### src/rtl/arith_interval_update.sv
// arith_interval_update
// Upstream core of an arithmetic encoder. Accepts one 3-bit symbol per
// handshake and narrows the [low, high] interval using a fixed cumulative
// count table. Then performs E1/E2/E3 rescaling, streams resolved code bits
// and emits pending E3 bits. On the last symbol of a message it hands the
// final low word and the outstanding E3 count to the code-ending stage.
//
// Ports
//   sys_clk       in   1     clock, rising edge
//   sys_reset     in   1     asynchronous active-high reset
//   sym_valid     in   1     symbol offered
//   symbol_in     in   3     symbol index 0..5 (6/7 are invalid)
//   sym_last      in   1     offered symbol closes the message
//   sym_ready     out  1     block can accept a symbol
//   bit_valid     out  1     bit_out valid this cycle (never back-pressured)
//   bit_out       out  1     code bit
//   end_valid     out  1     one-cycle pulse, end_low/end_e3_count valid
//   end_low       out  WORD  final low register
//   end_e3_count  out  7     outstanding E3 count at termination
//   err           out  1     sticky: invalid symbol or E3 counter overflow
module arith_interval_update #(
  parameter int          WORD  = 9,
  parameter int          TOTAL = 96,
  parameter logic [48:0] CUM   = {7'd96, 7'd92, 7'd86, 7'd76, 7'd60, 7'd40, 7'd0}
) (
  input  logic            sys_clk,
  input  logic            sys_reset,
  input  logic            sym_valid,
  input  logic [2:0]      symbol_in,
  input  logic            sym_last,
  output logic            sym_ready,
  output logic            bit_valid,
  output logic            bit_out,
  output logic            end_valid,
  output logic [WORD-1:0] end_low,
  output logic [6:0]      end_e3_count,
  output logic            err
);

  localparam int              PROD_W    = 16;
  localparam logic [WORD-1:0] HIGH_INIT = '1;
  localparam logic [6:0]      E3_MAX    = 7'd127;
  localparam logic [2:0]      SYM_MAX   = 3'd5;

  typedef enum logic [2:0] {
    ST_IDLE   = 3'd0,
    ST_UPDATE = 3'd1,
    ST_SCALE  = 3'd2,
    ST_PEND   = 3'd3,
    ST_DONE   = 3'd4
  } state_t;

  state_t          state_r;
  logic [WORD-1:0] low_r;
  logic [WORD-1:0] high_r;
  logic [6:0]      e3_r;
  logic            pend_bit_r;
  logic            last_r;
  logic [2:0]      sym_r;

  logic [WORD:0]   range_s;
  logic [PROD_W-1:0] prod_lo_s;
  logic [PROD_W-1:0] prod_hi_s;
  logic [WORD-1:0] low_upd_s;
  logic [WORD-1:0] high_upd_s;
  logic            e1_s;
  logic            e2_s;
  logic            e3_s;
  logic [WORD-1:0] low_shift_s;
  logic [WORD-1:0] high_shift_s;
  logic [WORD-1:0] low_e3_s;
  logic [WORD-1:0] high_e3_s;

  // Cumulative count for symbol boundary k (k = 0..6).
  function automatic logic [6:0] cum_at(input logic [2:0] k);
    logic [6:0] v;
    v = CUM[7*k +: 7];
    return v;
  endfunction

  // Interval narrowing and rescale classification of the current interval.
  always_comb begin
    range_s    = {1'b0, high_r} - {1'b0, low_r} + {{WORD{1'b0}}, 1'b1};
    prod_lo_s  = PROD_W'(range_s) * PROD_W'(cum_at(sym_r));
    prod_hi_s  = PROD_W'(range_s) * PROD_W'(cum_at(sym_r + 3'd1));
    low_upd_s  = low_r + WORD'(prod_lo_s / PROD_W'(TOTAL));
    high_upd_s = low_r + WORD'(prod_hi_s / PROD_W'(TOTAL)) - {{(WORD-1){1'b0}}, 1'b1};

    e1_s = ~low_r[WORD-1] & ~high_r[WORD-1];
    e2_s =  low_r[WORD-1] &  high_r[WORD-1];
    e3_s = (low_r[WORD-1:WORD-2] == 2'b01) & (high_r[WORD-1:WORD-2] == 2'b10);

    // E1/E2: shift out the resolved MSB, shift a 1 into high.
    low_shift_s  = {low_r[WORD-2:0], 1'b0};
    high_shift_s = {high_r[WORD-2:0], 1'b1};
    // E3: subtracting a quarter from 01.../10... clears/sets the second MSB,
    // so the doubled result is a shift that keeps only the low WORD-2 bits.
    low_e3_s  = {1'b0, low_r[WORD-3:0], 1'b0};
    high_e3_s = {1'b1, high_r[WORD-3:0], 1'b1};
  end

  // Control FSM, interval state and registered outputs.
  always_ff @(posedge sys_clk or posedge sys_reset) begin
    if (sys_reset) begin
      state_r      <= ST_IDLE;
      low_r        <= '0;
      high_r       <= HIGH_INIT;
      e3_r         <= 7'd0;
      pend_bit_r   <= 1'b0;
      last_r       <= 1'b0;
      sym_r        <= 3'd0;
      sym_ready    <= 1'b0;
      bit_valid    <= 1'b0;
      bit_out      <= 1'b0;
      end_valid    <= 1'b0;
      end_low      <= '0;
      end_e3_count <= 7'd0;
      err          <= 1'b0;
    end else begin
      bit_valid <= 1'b0;
      end_valid <= 1'b0;
      case (state_r)
        ST_IDLE: begin
          if (sym_valid && sym_ready) begin
            if (symbol_in <= SYM_MAX) begin
              sym_r     <= symbol_in;
              last_r    <= sym_last;
              sym_ready <= 1'b0;
              state_r   <= ST_UPDATE;
            end else begin
              // Invalid symbol is dropped; stay ready for the next one.
              err       <= 1'b1;
              sym_ready <= 1'b1;
            end
          end else begin
            sym_ready <= 1'b1;
          end
        end

        ST_UPDATE: begin
          low_r   <= low_upd_s;
          high_r  <= high_upd_s;
          state_r <= ST_SCALE;
        end

        ST_SCALE: begin
          if (e1_s || e2_s) begin
            bit_valid  <= 1'b1;
            bit_out    <= e2_s;
            // Pending E3 bits are the complement of the bit just emitted.
            pend_bit_r <= e1_s;
            low_r      <= low_shift_s;
            high_r     <= high_shift_s;
            if (e3_r != 7'd0) begin
              state_r <= ST_PEND;
            end else begin
              state_r <= ST_SCALE;
            end
          end else if (e3_s) begin
            low_r  <= low_e3_s;
            high_r <= high_e3_s;
            if (e3_r == E3_MAX) begin
              err <= 1'b1;
            end else begin
              e3_r <= e3_r + 7'd1;
            end
          end else if (last_r) begin
            end_valid    <= 1'b1;
            end_low      <= low_r;
            end_e3_count <= e3_r;
            state_r      <= ST_DONE;
          end else begin
            sym_ready <= 1'b1;
            state_r   <= ST_IDLE;
          end
        end

        ST_PEND: begin
          bit_valid <= 1'b1;
          bit_out   <= pend_bit_r;
          e3_r      <= e3_r - 7'd1;
          if (e3_r <= 7'd1) begin
            state_r <= ST_SCALE;
          end else begin
            state_r <= ST_PEND;
          end
        end

        ST_DONE: begin
          low_r     <= '0;
          high_r    <= HIGH_INIT;
          e3_r      <= 7'd0;
          sym_ready <= 1'b1;
          state_r   <= ST_IDLE;
        end

        default: begin
          sym_ready <= 1'b0;
          state_r   <= ST_IDLE;
        end
      endcase
    end
  end

endmodule

### config.mk
export PLATFORM = sky130hd
export DESIGN_NAME = arith_interval_update
export DESIGN_NICKNAME = d
export VERILOG_FILES = /design/src/rtl/arith_interval_update.sv
export SDC_FILE = /design/constraint.sdc
export NUM_CORES = 1
export LEC_CHECK = 0
export ABC_AREA = 1
export CORE_ASPECT_RATIO = 1.75
export CORE_MARGIN = 10
export CORE_UTILIZATION = 64
export DETAILED_ROUTE_END_ITERATION = 8
export HOLD_SLACK_MARGIN = 0.1
export PLACE_DENSITY = 0.83
export SLEW_MARGIN = 40
export SYNTH_ARGS = -nofsm -noshare
export SYNTH_HDL_FRONTEND = slang
export SYNTH_SLANG_ARGS = --single-unit
### constraint.sdc
create_clock -name sys_clk -period 10.6 [get_ports sys_clk]
set_input_delay 2.12 -clock sys_clk [delete_from_list [all_inputs] [get_ports sys_clk]]
set_output_delay 2.12 -clock sys_clk [all_outputs]
set_load 0.03 [all_outputs]
==> metrics.csv <==
metric,value,unit
setup_slack,825,ps
synth_area,8250,um^2
slowest_delay,550,ps
placeableCoreArea,12600,um^2
synth.area.top_cells,"sky130_fd_sc_hd__ha_1 18%, sky130_fd_sc_hd__fa_1 16%, sky130_fd_sc_hd__dfrtp_1 14%, sky130_fd_sc_hd__inv_1 9.3%, sky130_fd_sc_hd__nand2_1 8.5%",
routed_wire_length_per_instance,15.5,um
final_net_count,1349,
detailedRoute.firstIterationViolations,314,
htree_levels,2,
drt_pre_antenna_iters,5,
critPathLaunchType,flip-flop,
timing_max_transition_violations_final,0,
layout_worst_path_cycle_share,92.2,%
grt_antenna_before_repair,0,
detail_route.vias_per_cell,5.69,
postSynthAreaPerCell,7.38,um^2
antenna_cells,0,
cts_inserted_buffers,5,
synth_cell_types,48,
worstHoldPathType,flip-flop to flip-flop,
layout.cells.most_common_list,"201 x sky130_fd_sc_hd__inv_1, 185 x sky130_fd_sc_hd__nand2_1, 162 x sky130_fd_sc_hd__nor2_1",
grt_max_degree,55,
postRouteWirelength,20600,um
synth_top_cell_area_share,17.9,%
cts_root_buf,sky130_fd_sc_hd__clkbuf_16,
required,10820,ps
final_antenna_net_count,0,
worst_path_dominant_cell_family,simple AND/OR/NAND/NOR gates,
dp_cells,1309,
worst-endpoint-arrival,9990,ps
global_route.usage.total,23.2,%
finalWeightedCongestion,0.941,
detail_route.drc_violations,0,
worst-setup-path-type,flip-flop to flip-flop,
drive_gt1_share,9.33,%
grt_setup_unrepaired,true,
worstSkewPairLatency,300,ps
yosysSeqAreaShare,16.5,%
clock_sink_count,54,
synth_warnings,0,
place_worst_setup_slack,329,ps
slew_headroom,47.3,%
final_cell_count_no_fill,1326,
reg2reg_setup_slack,820,ps
via_count,7543,
globalRoute.totalOverflow,0,
postCtsHoldBufs,0,
clock_tree.buffer_depth,2,
critPathMaxFanout,5,
setup_tns,0,ps
floorplan.die.width,106,um
synth_area_leader_cell,sky130_fd_sc_hd__ha_1,
ys_ff_latch,54,
timing.clock.skew,5.72,ps
nFillCells,1059,
hpwl,16800,um
max_freq,102,MHz
finalSetupViolations,0,
worst_path_slowest_cell,sky130_fd_sc_hd__fa_1,
synthesis.nets,1311,
cp.buffers_inverters,12,
status,completed,
num_io_pins,28,
clk_pin_slew,70,ps
design.die.area,18000,um^2
initial_utilization,65.7,%
vias_in_the_first_global_route,7622,
layout_commonest_cell,sky130_fd_sc_hd__inv_1,
grt_first_pass_wirelength,34700,um
flow.area_growth_from_synthesis,10.4,%
postSynthCellCount,1119,
dieHeight,170,um
critPathCaptureType,flip-flop,
port_buffers,27,
worst_pin_slew,786,ps
hold_viol_final,0,
min_tclk_post_route,9780,ps
max_cap_viol_count,0,
timing.critical_path.mode_cell,sky130_fd_sc_hd__nand2_1,
num_rows,54,
cts_tree,done,
## worst paths after layout
check                                           start                      to  cells after the start
worst max-delay path            high_r[1]$_DFFE_PP1P_    low_r[8]$_DFFE_PP0P_                     69
worst min-delay path                  err$_DFFE_PP0P_         err$_DFFE_PP0P_                      2
worst max register to register  high_r[1]$_DFFE_PP1P_    low_r[8]$_DFFE_PP0P_                     69
worst min register to register        err$_DFFE_PP0P_         err$_DFFE_PP0P_                      2
max in group asynchronous                   sys_reset     bit_valid$_DFF_PP0_                      3
min in group asynchronous                   sys_reset  end_low[7]$_DFFE_PP0P_                      3
## cell type report
| cell class | count | area [um^2] | area share, % |
|---|---|---|---|
| Multi-Input combinational cell | 839 | 6180 | 67.8 |
| Sequential cell | 54 | 1360 | 15.0 |
| Inverter | 211 | 792 | 8.69 |
| Clock inverter | 2 | 16.3 | 0.178 |
| Clock buffer | 6 | 139 | 1.52 |
| Tap cell | 168 | 210 | 2.31 |
| Timing Repair Buffer | 46 | 417 | 4.57 |
## registers in the layout (all words and copies together) (netlist names)
register,cells
end_valid,1
high_r,9
end_e3_count,7
bit_out,1
sym_r,3
sym_ready,1
last_r,1
e3_r,7
err,1
low_r,9
state_r,3
pend_bit_r,1
bit_valid,1
end_low,9
## cells by family (layout without fill, tap and decap cells)
kind of cell	count (synthesis)	count (layout)	synth area share, %
compound gates	164	164	11.5
mux	1	1	0.136
flops	54	54	16.5
simple gates	452	452	23.4
xor+xnor	37	37	3.93
fa+ha+maj	185	185	34.1
buf+inv	226	265	10.4
## layer usage
metal / up-vias / wire length (um) / global-route usage [%]
met4: 0 / 1240 / 14.4
met2: 259 / 11200 / 43.8
met3: 85 / 886 / 2.04
met5: - / 0 / 0
met1: 3584 / 7290 / 23.8
li1: 3615 / - / -
## worst min-delay path: stages (launching register included)
cell and delay (ps):
sky130_fd_sc_hd__dfrtp_1 340, sky130_fd_sc_hd__inv_1 40, sky130_fd_sc_hd__o31ai_1 50
## cell usage after synthesis (all sizes together)
library cell  count
o22ai             6
nand2           202
o2111ai           3
a21o              2
nand3b            3
o32ai             1
mux2              1
dfrtp            45
fa               67
nor3b             1
and3              1
o21bai            8
nor2            167
o31ai             2
clkinv            3
inv             208
a31oi             8
o21ai            83
o21a              1
nand4             4
a22oi             9
xnor2            10
a21oi            37
nor4              1
xor2             27
a32oi             2
buf               2
o211ai            2
or2               9
clkbuf           13
dfstp             9
nand3            52
nor3             12
ha              118
## through the flow
step | cell area (um^2) | util (%) | hold slack [ps]
6_report | 9110 | 72.5 | 468
5_1_grt | 9110 | 72.5 | 510
4_1_cts | 8910 | 70.9 | 478
3_5_place_dp | 8760 | 69.7 | 460
3_3_place_gp | 8750 | 69.6 | 445
2_1_floorplan | 8250 | - | 442
## what timing repair did
item	CTS	global route
gates resized for setup	0	33
setup buffers	0	9
endpoints found under the setup margin	0	7
Power is left out: the tool's default activity adds up to more than one toggle a clock period on the data nets, which glitch-free logic cannot reach.
==> variant, RTL diff (same flow settings) <==
`WORD`: 9 -> 18.
--- a/src/rtl/arith_interval_update.sv
+++ b/src/rtl/arith_interval_update.sv
@@ -21,3 +21,3 @@
 module arith_interval_update #(
-  parameter int          WORD  = 9,
+  parameter int          WORD  = 18,
   parameter int          TOTAL = 96,
Ports: changed (resized end_low); port bits go from 28 to 37. No check against the original RTL was run, so the function may have changed too.
==> variant against the original RTL <==
- the run now ends with setup timing left
- cell area grew 54%
- worst setup slack got worse by 1.8 ns
- area after synthesis is 35% higher
- sequential cell count up 27
- core utilization rose by 10 points
- wire length rose by 90%
- first-iteration DRC count rose to 4.3 times the old value
Power is not shown: default switching activity piles up to over one toggle a cycle in this logic, so the estimate is an artifact.
==> variant: results (changes against the original RTL) <==
The number of clock buffers in the layout is 10 (+4). The number of detailed-route iterations in the first pass was 8 (+3). The number of distinct library cells after synthesis was 51 (+6.3%).

The number of I/O port buffers was 36 (+33%). The flow ran to the end, but the final reports show violations. The post-synthesis xor/xnor area fraction came out at 2.913% (-1.0 points). The delay of the slowest cell on the worst path was 0.61 ns (+0.06 ns). The cell area after placement is 12,240 um^2 (+40%). For the sequential share of the synthesized area, the log shows 18.42% (+1.9 points).

The number of endpoints failing setup at the final stage is 9 (+9), and the average vias per placed instance is 6.349 (+12%). The number of non-clock inverters in the layout was 272 (+29%). Final worst clock skew: 0.02307 ns (+0.01735 ns). The worst hold slack after final layout is 0.4710 ns (+0.002892 ns), and the final worst slack is -0.9570 ns (-1.782 ns). For the detailed placer's ending HPWL, the log shows 24,180 um (+44%). The commonest cells after synthesis are 290 x nand2_1, 258 x inv_1, 192 x nor2_1. The fraction of area in multi-input gates was 64.35% (-3.4 points); the number of nets in the layout was 1,893 (+40%).

The share of final layout cell area taken by non-clock buffers works out to 9.327% (+4.8 points). The worst hold path cell count came out at 1 (-1). The run gives 0.37 ns (+0.07 ns) as the clock latency on the worst-skew pair.

In the final layout, the registers with the most flip-flops are end_low: 18 flops, high_r: 18 flops, low_r: 18 flops. The length in cells of the worst reg-to-reg path is 79 (+14%). The critical path ends at high_r[17].

The clock network area share is 2.352% (+0.65 points), and the mux cell area share after synthesis is 0.08998% (-0.046 points). Maximum fanout count along the critical path: 6 (+1). The setup slack after placement is -0.3781 ns (-0.7067 ns), and the non-clock buffer count in the final layout is 160 (+250%). The final reports fail on setup timing. The fraction of layout instances using a drive strength above 1 works out to 25.03% (+16 points). The pin count of the biggest net entering global routing was 69 (+25%). The starting DRC count in detailed routing is 1,359 (+330%). Sorting the synthesized cells by area gives the leading types as fa_1 15%, ha_1 15%, dfrtp_1 14%, nand2_1 9.8%, inv_1 8.7%.
## variant: changes by cell type after synthesis, sizes merged, moves of 7 or more
cell    change
a21oi      +45
a31oi       +9
clkbuf     +13
dfrtp      +18
dfstp       +9
fa         +18
ha         +18
inv        +58
nand2     +113
nand3      +37
nand4       +7
nor2       +27
o21ai      +15
## variant: per-layer routing
metal	part of all wire (%)	GRT usage [%]	vias to the layer above
met5	0	0	-
met4	9.4	20.21	0
met3	7.9	3.743	319
met2	51	50.10	911
met1	32	27.40	5652
li1	-	-	5162
## variant: repair_timing
| action | in CTS | in global routing |
|---|---|---|
| gates resized for setup | 64 | 192 |
| buffers inserted | 13 | 35 |
| cloned | 0 | 0 |
| pin swaps | 59 | 119 |
| setup endpoints to repair | 9 | 18 |
| hold buffers | 0 | 0 |
## variant: worst max-delay path: cells and delay by family, from the launching register on
kind,cells,cell delay [ns]
simple gates,40,4.18
fa+ha+maj,10,3.18
compound gates,16,2.21
buf+inv,12,1.05
flops,1,0.61
xor+xnor,1,0.16
